<file path="src/rtl/bus_fabric.sv">
// -----------------------------------------------------------------------------
// bus_fabric
//
// Purpose:
//   Address decoder and read sequencer between a single CPU master and up to
//   eight memory-mapped slaves.  Writes go straight through to the decoded
//   slave in the same cycle.  Reads are sequenced by a small FSM that inserts
//   the selected slave's wait states and registers the returned data.
//   An unmapped read finishes with zero wait states and returns all-ones data.
//
// Parameters:
//   NUM_SLAVES  number of decoded slave ports (1..8)
//   ADDR_W      CPU address width
//   DATA_W      data width
//   SLV_BASE    packed per-slave base addresses (slave 0 in the LSBs)
//   SLV_MASK    packed per-slave compare masks
//   SLV_WAIT    packed per-slave read wait states, 4 bits each (0..15)
//
// Ports:
//   clk          single clock for all logic
//   reset        asynchronous, active-high reset
//   cpu_addr     CPU address (held stable by the CPU while cpu_ready is low)
//   cpu_rd_req   one-cycle read request pulse
//   cpu_wr_en    write strobe
//   cpu_wr_data  write data
//   cpu_rd_data  registered read data, held until the next completed read
//   cpu_ready    high when the bus is idle and cpu_rd_data is valid
//   slv_cs       one-hot (or zero) chip selects
//   slv_wr_en    per-slave gated write strobes
//   slv_wr_data  write data broadcast to every slave
//   slv_rd_data  packed slave read data (slave 0 in the LSBs)
//   bus_err      one-cycle error pulse
//   err_count    saturating error counter
//
// Build option:
//   BUS_FABRIC_ERR_EN  when defined, builds the error pulse and the saturating
//                      error counter; otherwise bus_err and err_count are 0.
// -----------------------------------------------------------------------------
module bus_fabric #(
  parameter int NUM_SLAVES = 4,
  parameter int ADDR_W     = 16,
  parameter int DATA_W     = 8,
  parameter logic [NUM_SLAVES*ADDR_W-1:0] SLV_BASE =
    {16'hC000, 16'h9200, 16'h8000, 16'h0000},
  parameter logic [NUM_SLAVES*ADDR_W-1:0] SLV_MASK =
    {16'hC000, 16'hFF00, 16'hF000, 16'h8000},
  parameter logic [NUM_SLAVES*4-1:0] SLV_WAIT =
    {4'd0, 4'd1, 4'd0, 4'd0}
) (
  input  logic                         clk,
  input  logic                         reset,
  input  logic [ADDR_W-1:0]            cpu_addr,
  input  logic                         cpu_rd_req,
  input  logic                         cpu_wr_en,
  input  logic [DATA_W-1:0]            cpu_wr_data,
  output logic [DATA_W-1:0]            cpu_rd_data,
  output logic                         cpu_ready,
  output logic [NUM_SLAVES-1:0]        slv_cs,
  output logic [NUM_SLAVES-1:0]        slv_wr_en,
  output logic [DATA_W-1:0]            slv_wr_data,
  input  logic [NUM_SLAVES*DATA_W-1:0] slv_rd_data,
  output logic                         bus_err,
  output logic [7:0]                   err_count
);

  localparam int IDX_W = (NUM_SLAVES > 1) ? $clog2(NUM_SLAVES) : 1;

  typedef enum logic [1:0] {
    IDLE,
    WAIT,
    DONE
  } state_t;

  state_t            state;
  state_t            state_nxt;
  logic [IDX_W-1:0]  lat_idx;
  logic [IDX_W-1:0]  lat_idx_nxt;
  logic              lat_hit;
  logic              lat_hit_nxt;
  logic [3:0]        wait_cnt;
  logic [3:0]        wait_cnt_nxt;
  logic              capture;
  logic [DATA_W-1:0] rd_data_q;
  logic [DATA_W-1:0] sel_rd_data;

  logic              dec_hit;
  logic [IDX_W-1:0]  dec_idx;
  logic [3:0]        dec_wait;
  logic              rd_start;

  // Address decode.  Scanning from the highest index down lets the lowest
  // matching slave overwrite any higher match, so it wins the priority.
  always_comb begin
    dec_hit  = 1'b0;
    dec_idx  = '0;
    dec_wait = 4'd0;
    for (int i = NUM_SLAVES - 1; i >= 0; i--) begin
      if ((cpu_addr & SLV_MASK[i*ADDR_W +: ADDR_W]) == SLV_BASE[i*ADDR_W +: ADDR_W]) begin
        dec_hit  = 1'b1;
        dec_idx  = IDX_W'(i);
        dec_wait = SLV_WAIT[i*4 +: 4];
      end
    end
  end

  // In IDLE the chip select tracks the live decode so writes need no wait
  // states; once a read is in flight it follows the latched slave instead.
  always_comb begin
    slv_cs = '0;
    for (int i = 0; i < NUM_SLAVES; i++) begin
      if (state == IDLE) begin
        slv_cs[i] = dec_hit && (dec_idx == IDX_W'(i));
      end else begin
        slv_cs[i] = lat_hit && (lat_idx == IDX_W'(i));
      end
    end
  end

  assign slv_wr_en   = slv_cs & {NUM_SLAVES{cpu_wr_en}};
  assign slv_wr_data = cpu_wr_data;

  // Read data of the latched slave; an unmapped read returns all ones.
  always_comb begin
    sel_rd_data = '1;
    if (lat_hit) begin
      for (int i = 0; i < NUM_SLAVES; i++) begin
        if (lat_idx == IDX_W'(i)) begin
          sel_rd_data = slv_rd_data[i*DATA_W +: DATA_W];
        end
      end
    end
  end

  // A write in the same cycle takes precedence, so the read is dropped.
  assign rd_start = (state == IDLE) && cpu_rd_req && !cpu_wr_en;

  always_ff @(posedge clk or posedge reset) begin
    if (reset) begin
      state     <= IDLE;
      lat_idx   <= '0;
      lat_hit   <= 1'b0;
      wait_cnt  <= 4'd0;
      rd_data_q <= '0;
    end else begin
      state    <= state_nxt;
      lat_idx  <= lat_idx_nxt;
      lat_hit  <= lat_hit_nxt;
      wait_cnt <= wait_cnt_nxt;
      if (capture) begin
        rd_data_q <= sel_rd_data;
      end
    end
  end

  // Read sequencer.  WAIT always lasts at least one cycle, so a slave with N
  // wait states keeps cpu_ready low for N+1 WAIT cycles plus one DONE cycle.
  always_comb begin
    state_nxt    = state;
    lat_idx_nxt  = lat_idx;
    lat_hit_nxt  = lat_hit;
    wait_cnt_nxt = wait_cnt;
    capture      = 1'b0;
    unique case (state)
      IDLE: begin
        if (rd_start) begin
          state_nxt    = WAIT;
          lat_idx_nxt  = dec_idx;
          lat_hit_nxt  = dec_hit;
          wait_cnt_nxt = dec_wait;
        end
      end
      WAIT: begin
        if (wait_cnt == 4'd0) begin
          state_nxt = DONE;
        end else begin
          wait_cnt_nxt = wait_cnt - 4'd1;
        end
      end
      DONE: begin
        capture   = 1'b1;
        state_nxt = IDLE;
      end
      default: begin
        state_nxt = IDLE;
      end
    endcase
  end

  assign cpu_ready   = (state == IDLE);
  assign cpu_rd_data = rd_data_q;

`ifdef BUS_FABRIC_ERR_EN
  logic       err_event;
  logic [7:0] err_cnt_q;

  // Several error causes can coincide in one cycle; they still count once.
  assign err_event = ((state == DONE) && !lat_hit)
                   || (cpu_wr_en && (slv_cs == '0))
                   || (cpu_rd_req && ((state != IDLE) || cpu_wr_en));

  // The pulse is combinational so an unmapped write flags in its own cycle;
  // gating with reset keeps it low while reset is held.
  assign bus_err = err_event && !reset;

  always_ff @(posedge clk or posedge reset) begin
    if (reset) begin
      err_cnt_q <= 8'd0;
    end else if (err_event && (err_cnt_q != 8'hFF)) begin
      err_cnt_q <= err_cnt_q + 8'd1;
    end
  end

  assign err_count = err_cnt_q;
`else
  assign bus_err   = 1'b0;
  assign err_count = 8'd0;
`endif

endmodule

</file>
<file path="config.mk">
export PLATFORM = sky130hd
export DESIGN_NAME = bus_fabric
export DESIGN_NICKNAME = d
export VERILOG_FILES = /design/src/rtl/bus_fabric.sv
export SDC_FILE = /design/constraint.sdc
export NUM_CORES = 1
export LEC_CHECK = 0
export BUFFER_PORTS_ARGS = -buffer_cell sky130_fd_sc_hd__buf_4
export CAP_MARGIN = 25
export CORE_ASPECT_RATIO = 1.2
export CORE_MARGIN = 2
export CORE_UTILIZATION = 39
export CTS_CLUSTER_DIAMETER = 200
export CTS_CLUSTER_SIZE = 20
export DETAILED_ROUTE_END_ITERATION = 6
export GPL_TIMING_DRIVEN = 0
export PLACE_DENSITY = 0.78
export SLEW_MARGIN = 20
export SYNTH_ARGS = -nofsm -noshare
export SYNTH_HDL_FRONTEND = slang
export SYNTH_SLANG_ARGS = --single-unit
</file>
<file path="constraint.sdc">
create_clock -name clk -period 2.3 [get_ports clk]
set_clock_uncertainty 0.05 [all_clocks]
set_input_delay 0.115 -clock clk [delete_from_list [all_inputs] [get_ports clk]]
set_output_delay 0.115 -clock clk [all_outputs]
set_load 0.05 [all_outputs]
</file>
==> impl_results.rst <==
.. list-table::
   :header-rows: 1

   * - Metric
     - Value
   * - Run status
     - finished, final reports clean
   * - Vias per cell
     - 4.894
   * - Input/output buffers
     - 68
   * - Setup-violating endpoint count in the final report
     - 0
   * - Row count
     - 22
   * - Share of post-route cells with drive strength above 1
     - 50.00%
   * - Total number of yosys warnings
     - 0
   * - GR Util All Layers
     - 15.57%
   * - Required @ worst endpoint
     - 2.13 ns
   * - Count of boundary I/O pins
     - 94
   * - Cell type with the largest total area after synthesis
     - dfrtp_1
   * - Post-route total power
     - 2062 uW
   * - Top cells by area, synth
     - dfrtp_1 (36%), buf_4 (11%), mux2_2 (6.6%), o22a_1 (5.9%), nor2_1 (4.7%)
   * - CP max stage cell
     - dfrtp_1
   * - Bufs on Longest Clock Path
     - 2
   * - Total power per unit cell area
     - 1129 nW/um2
   * - P_sw
     - 1031 uW
   * - Die Outline Area
     - 3517 um2
   * - Worst flop-to-flop path startpoint
     - wait_cnt[0]
   * - Placed insts
     - 241
   * - Count of state elements after synthesis
     - 17
   * - Post-synth top area share
     - 35.68%
   * - Final RePlAce weighted congestion
     - 0.7721
   * - Starting DRT DRC Count
     - 17
   * - Internal
     - 1030 uW
   * - Worst R2R Setup Slack
     - 0.51 ns
   * - Kind of critical path
     - flip-flop to primary output
   * - End point of the worst hold path
     - cpu_rd_data[2]
   * - Clock transition at the register clock pins on the worst setup and hold paths after CTS
     - 0.09 ns
   * - Drt wl/cell
     - 11.83 um
   * - Clock latency on the worst-skew pair
     - 0.28 ns
   * - Path type of the worst min-delay path
     - input port to flip-flop
   * - Pins over their slew limit
     - 0
   * - Post-DP HPWL
     - 2.399 mm
   * - Vias post-DR
     - 1,204
   * - Number of nets with antenna violations after routing
     - 0
   * - Number of global-route vias before repair
     - 1,025
   * - Mean cell area of the mapped netlist
     - 9.243 um2
   * - Number of max-cap violations
     - 0
   * - Crit Reg-Reg Endpoint
     - wait_cnt[1]
   * - Seq/Total Area, Yosys
     - 35.68%
   * - Maximum level of the CTS H-tree
     - 1
   * - Netlist area before placement
     - 1192 um2
   * - Tmin final
     - 1.954 ns
   * - Die Ht
     - 64.57 um
   * - Net switching share of the total power
     - 50.02%
   * - Setup_tns
     - 0 ns
   * - Count of unique library cells instantiated by Yosys
     - 35
   * - Ordered list of cells on the worst path
     - clkbuf_1, nor3b_1, a22o_2, and2_1, buf_4
   * - GRT Residual Overflow
     - 0
   * - Hold Startpoint
     - slv_rd_data[26]
   * - Cells on worst reg2reg path
     - 6
   * - Initial antenna violation count
     - 0
   * - Design Area, Final
     - 1827 um2
   * - Clock Sink Count
     - 17
   * - Wire length of the first global-routing pass
     - 4.209 mm
   * - Hold Fails Final Rpt
     - 0
   * - Number of non-filler instances in the completed layout
     - 246
   * - Crit path capture type
     - primary output
   * - Critical Path Fanout Max
     - 10
   * - Final period utilization
     - 84.97%
   * - Number of diodes
     - 0
   * - Final WL
     - 2.910 mm
   * - Placeable core area
     - 3000 um2
   * - Die Wd
     - 54.48 um
   * - IR Drop Worst-Case VDD
     - 543.7 uV
   * - DRC violation count after routing
     - 0
   * - Number of CTS-inserted buffers
     - 3
   * - TritonCTS clock tree
     - yes
   * - Most used DFF post-synth
     - dfrtp_1
   * - Pin slew with the least headroom to its limit
     - 0.6393 ns
   * - TritonRoute pass-1 iters
     - 4
   * - Hold Path Depth
     - 3
   * - Combinational group share of total power
     - 65.9%
   * - Starting utilization of the core area
     - 39.74%
   * - Root buf cell
     - clkbuf_4
   * - Number of flops mapped to enable cells by yosys
     - 0
   * - Placed Instance Area
     - 1790 um2
   * - Setup repair after global routing missed its margin
     - no
   * - Relative area change from synthesis to final layout
     - 53.20%
   * - Data arrival time of the critical path
     - 1.79 ns
   * - Worst stage delay on the critical path
     - 0.45 ns
   * - Layout Nets
     - 272
   * - Ys async rst share
     - 100.0%
   * - CP startpoint kind
     - flip-flop
   * - Portion of total power attributed to the clock network
     - 7.5%
   * - Largest net degree at the start of global routing
     - 18
   * - Max Clk Rate
     - 0.5117 GHz
   * - Max-slew headroom at the worst pin
     - 57.33%
   * - Leak Pwr
     - 0.0009075 uW
   * - Proportion of power drawn by flip-flops and latches
     - 26.7%
   * - Post-synthesis cell count
     - 129
[critical path: cells and delay by family (launching register included)]
kind | cells | cell delay (ns)
and+or+nand+nor | 2 | 0.28
DFF | 1 | 0.45
buffers and inverters | 2 | 0.55
AOI/OAI and AO/OA | 1 | 0.24
[power groups by stage]
stage	registers, uW	logic [uW]	clock network [uW]
2_1_floorplan	765	780	0
6_report	550	1360	154
4_1_cts	550	1370	163
3_3_place_gp	552	1350	0
5_1_grt	570	1450	175
3_5_place_dp	555	1370	0
[registers in the layout (all words and copies together), names as in the netlist]
| name | count |
|---|---|
| lat_idx | 2 |
| wait_cnt | 4 |
| state | 2 |
| cpu_rd_data | 8 |
| lat_hit | 1 |
[cell usage in the layout, fill, tap and decap left out, types with 2 or more instances in the layout]
master,synthesis,layout
and2_1,4,4
buf_4,17,85
clkbuf_1,3,4
clkbuf_4,0,3
conb_1,1,9
dfrtp_1,17,17
inv_1,5,5
mux2_2,7,7
mux2i_1,2,2
mux4_2,2,2
nand2_1,10,10
nand2b_1,3,3
nor2_1,15,15
nor3_1,4,4
o21ai_0,6,6
o22a_1,8,8
o22ai_1,6,6
[logic make-up after synthesis]
group	after synthesis	share of synthesized area [%]
flops	17	35.68
fa+ha+maj	1	1.049
mux	11	12.07
simple gates	47	21.41
buf+inv	26	13.64
compound gates	26	15.85
other cells	1	0.3145
[worst max path at each step]
stage           startpoint           end  slack (ns)  cells past startpoint
4_1_cts         lat_idx[0]  slv_wr_en[2]        0.32                      5
5_1_grt         lat_idx[0]  slv_wr_en[2]        0.20                      5
3_5_place_dp   wait_cnt[0]   wait_cnt[1]        0.54                      6
6_report        lat_idx[0]  slv_wr_en[2]        0.35                      5
2_1_floorplan     state[0]  slv_wr_en[1]        0.19                      4
3_3_place_gp   cpu_addr[8]  slv_wr_en[2]        0.56                      6
[cell usage after synthesis (all sizes together) (2+ instances only)]
master / number
and2: 4
buf: 18
clkbuf: 3
dfrtp: 17
inv: 5
mux2: 7
mux2i: 2
mux4: 2
nand2: 10
nand2b: 3
nor2: 16
nor3: 4
o21ai: 6
o22a: 8
o22ai: 6
[stage by stage]
| step | util, % | hold slack [ns] | setup WS [ns] |
|---|---|---|---|
| floorplan | - | -0.008931 | 0.1928 |
| global placement | 59.67 | 0.1963 | 0.5603 |
| detailed placement | 59.67 | 0.1997 | 0.5385 |
| CTS | 60.88 | 0.003205 | 0.3160 |
| global route | 60.88 | 0.004461 | 0.1984 |
| finish | 60.88 | 0.01629 | 0.3457 |
[final cells by class]
| class | count | area, um2 |
|---|---|---|
| fill | 294 | 1174 |
| multi-input combinational | 94 | 646.9 |
| timing repair buffer | 69 | 520.5 |
| sequential | 17 | 425.4 |
| buffer | 21 | 143.9 |
| tap | 36 | 45.04 |
| clock buffer | 4 | 26.28 |
| inverter | 5 | 18.77 |
[what timing repair did]
| action | CTS | global route |
|---|---|---|
| hold endpoints to repair | 17 | 0 |
| buffers inserted | 0 | 0 |
| resized for setup | 0 | 0 |
| hold buffers | 1 | 0 |
[per-layer routing]
| metal | GRT usage, % | up-vias | routed length [um] |
|---|---|---|---|
| met2 | 28.77 | 51 | 1515 |
| met5 | 0 | - | 0 |
| li1 | - | 593 | - |
| met4 | 2.813 | 0 | 8 |
| met1 | 17.94 | 558 | 1109 |
| met3 | 2.995 | 2 | 276 |
(Power assumes the default switching activity.)
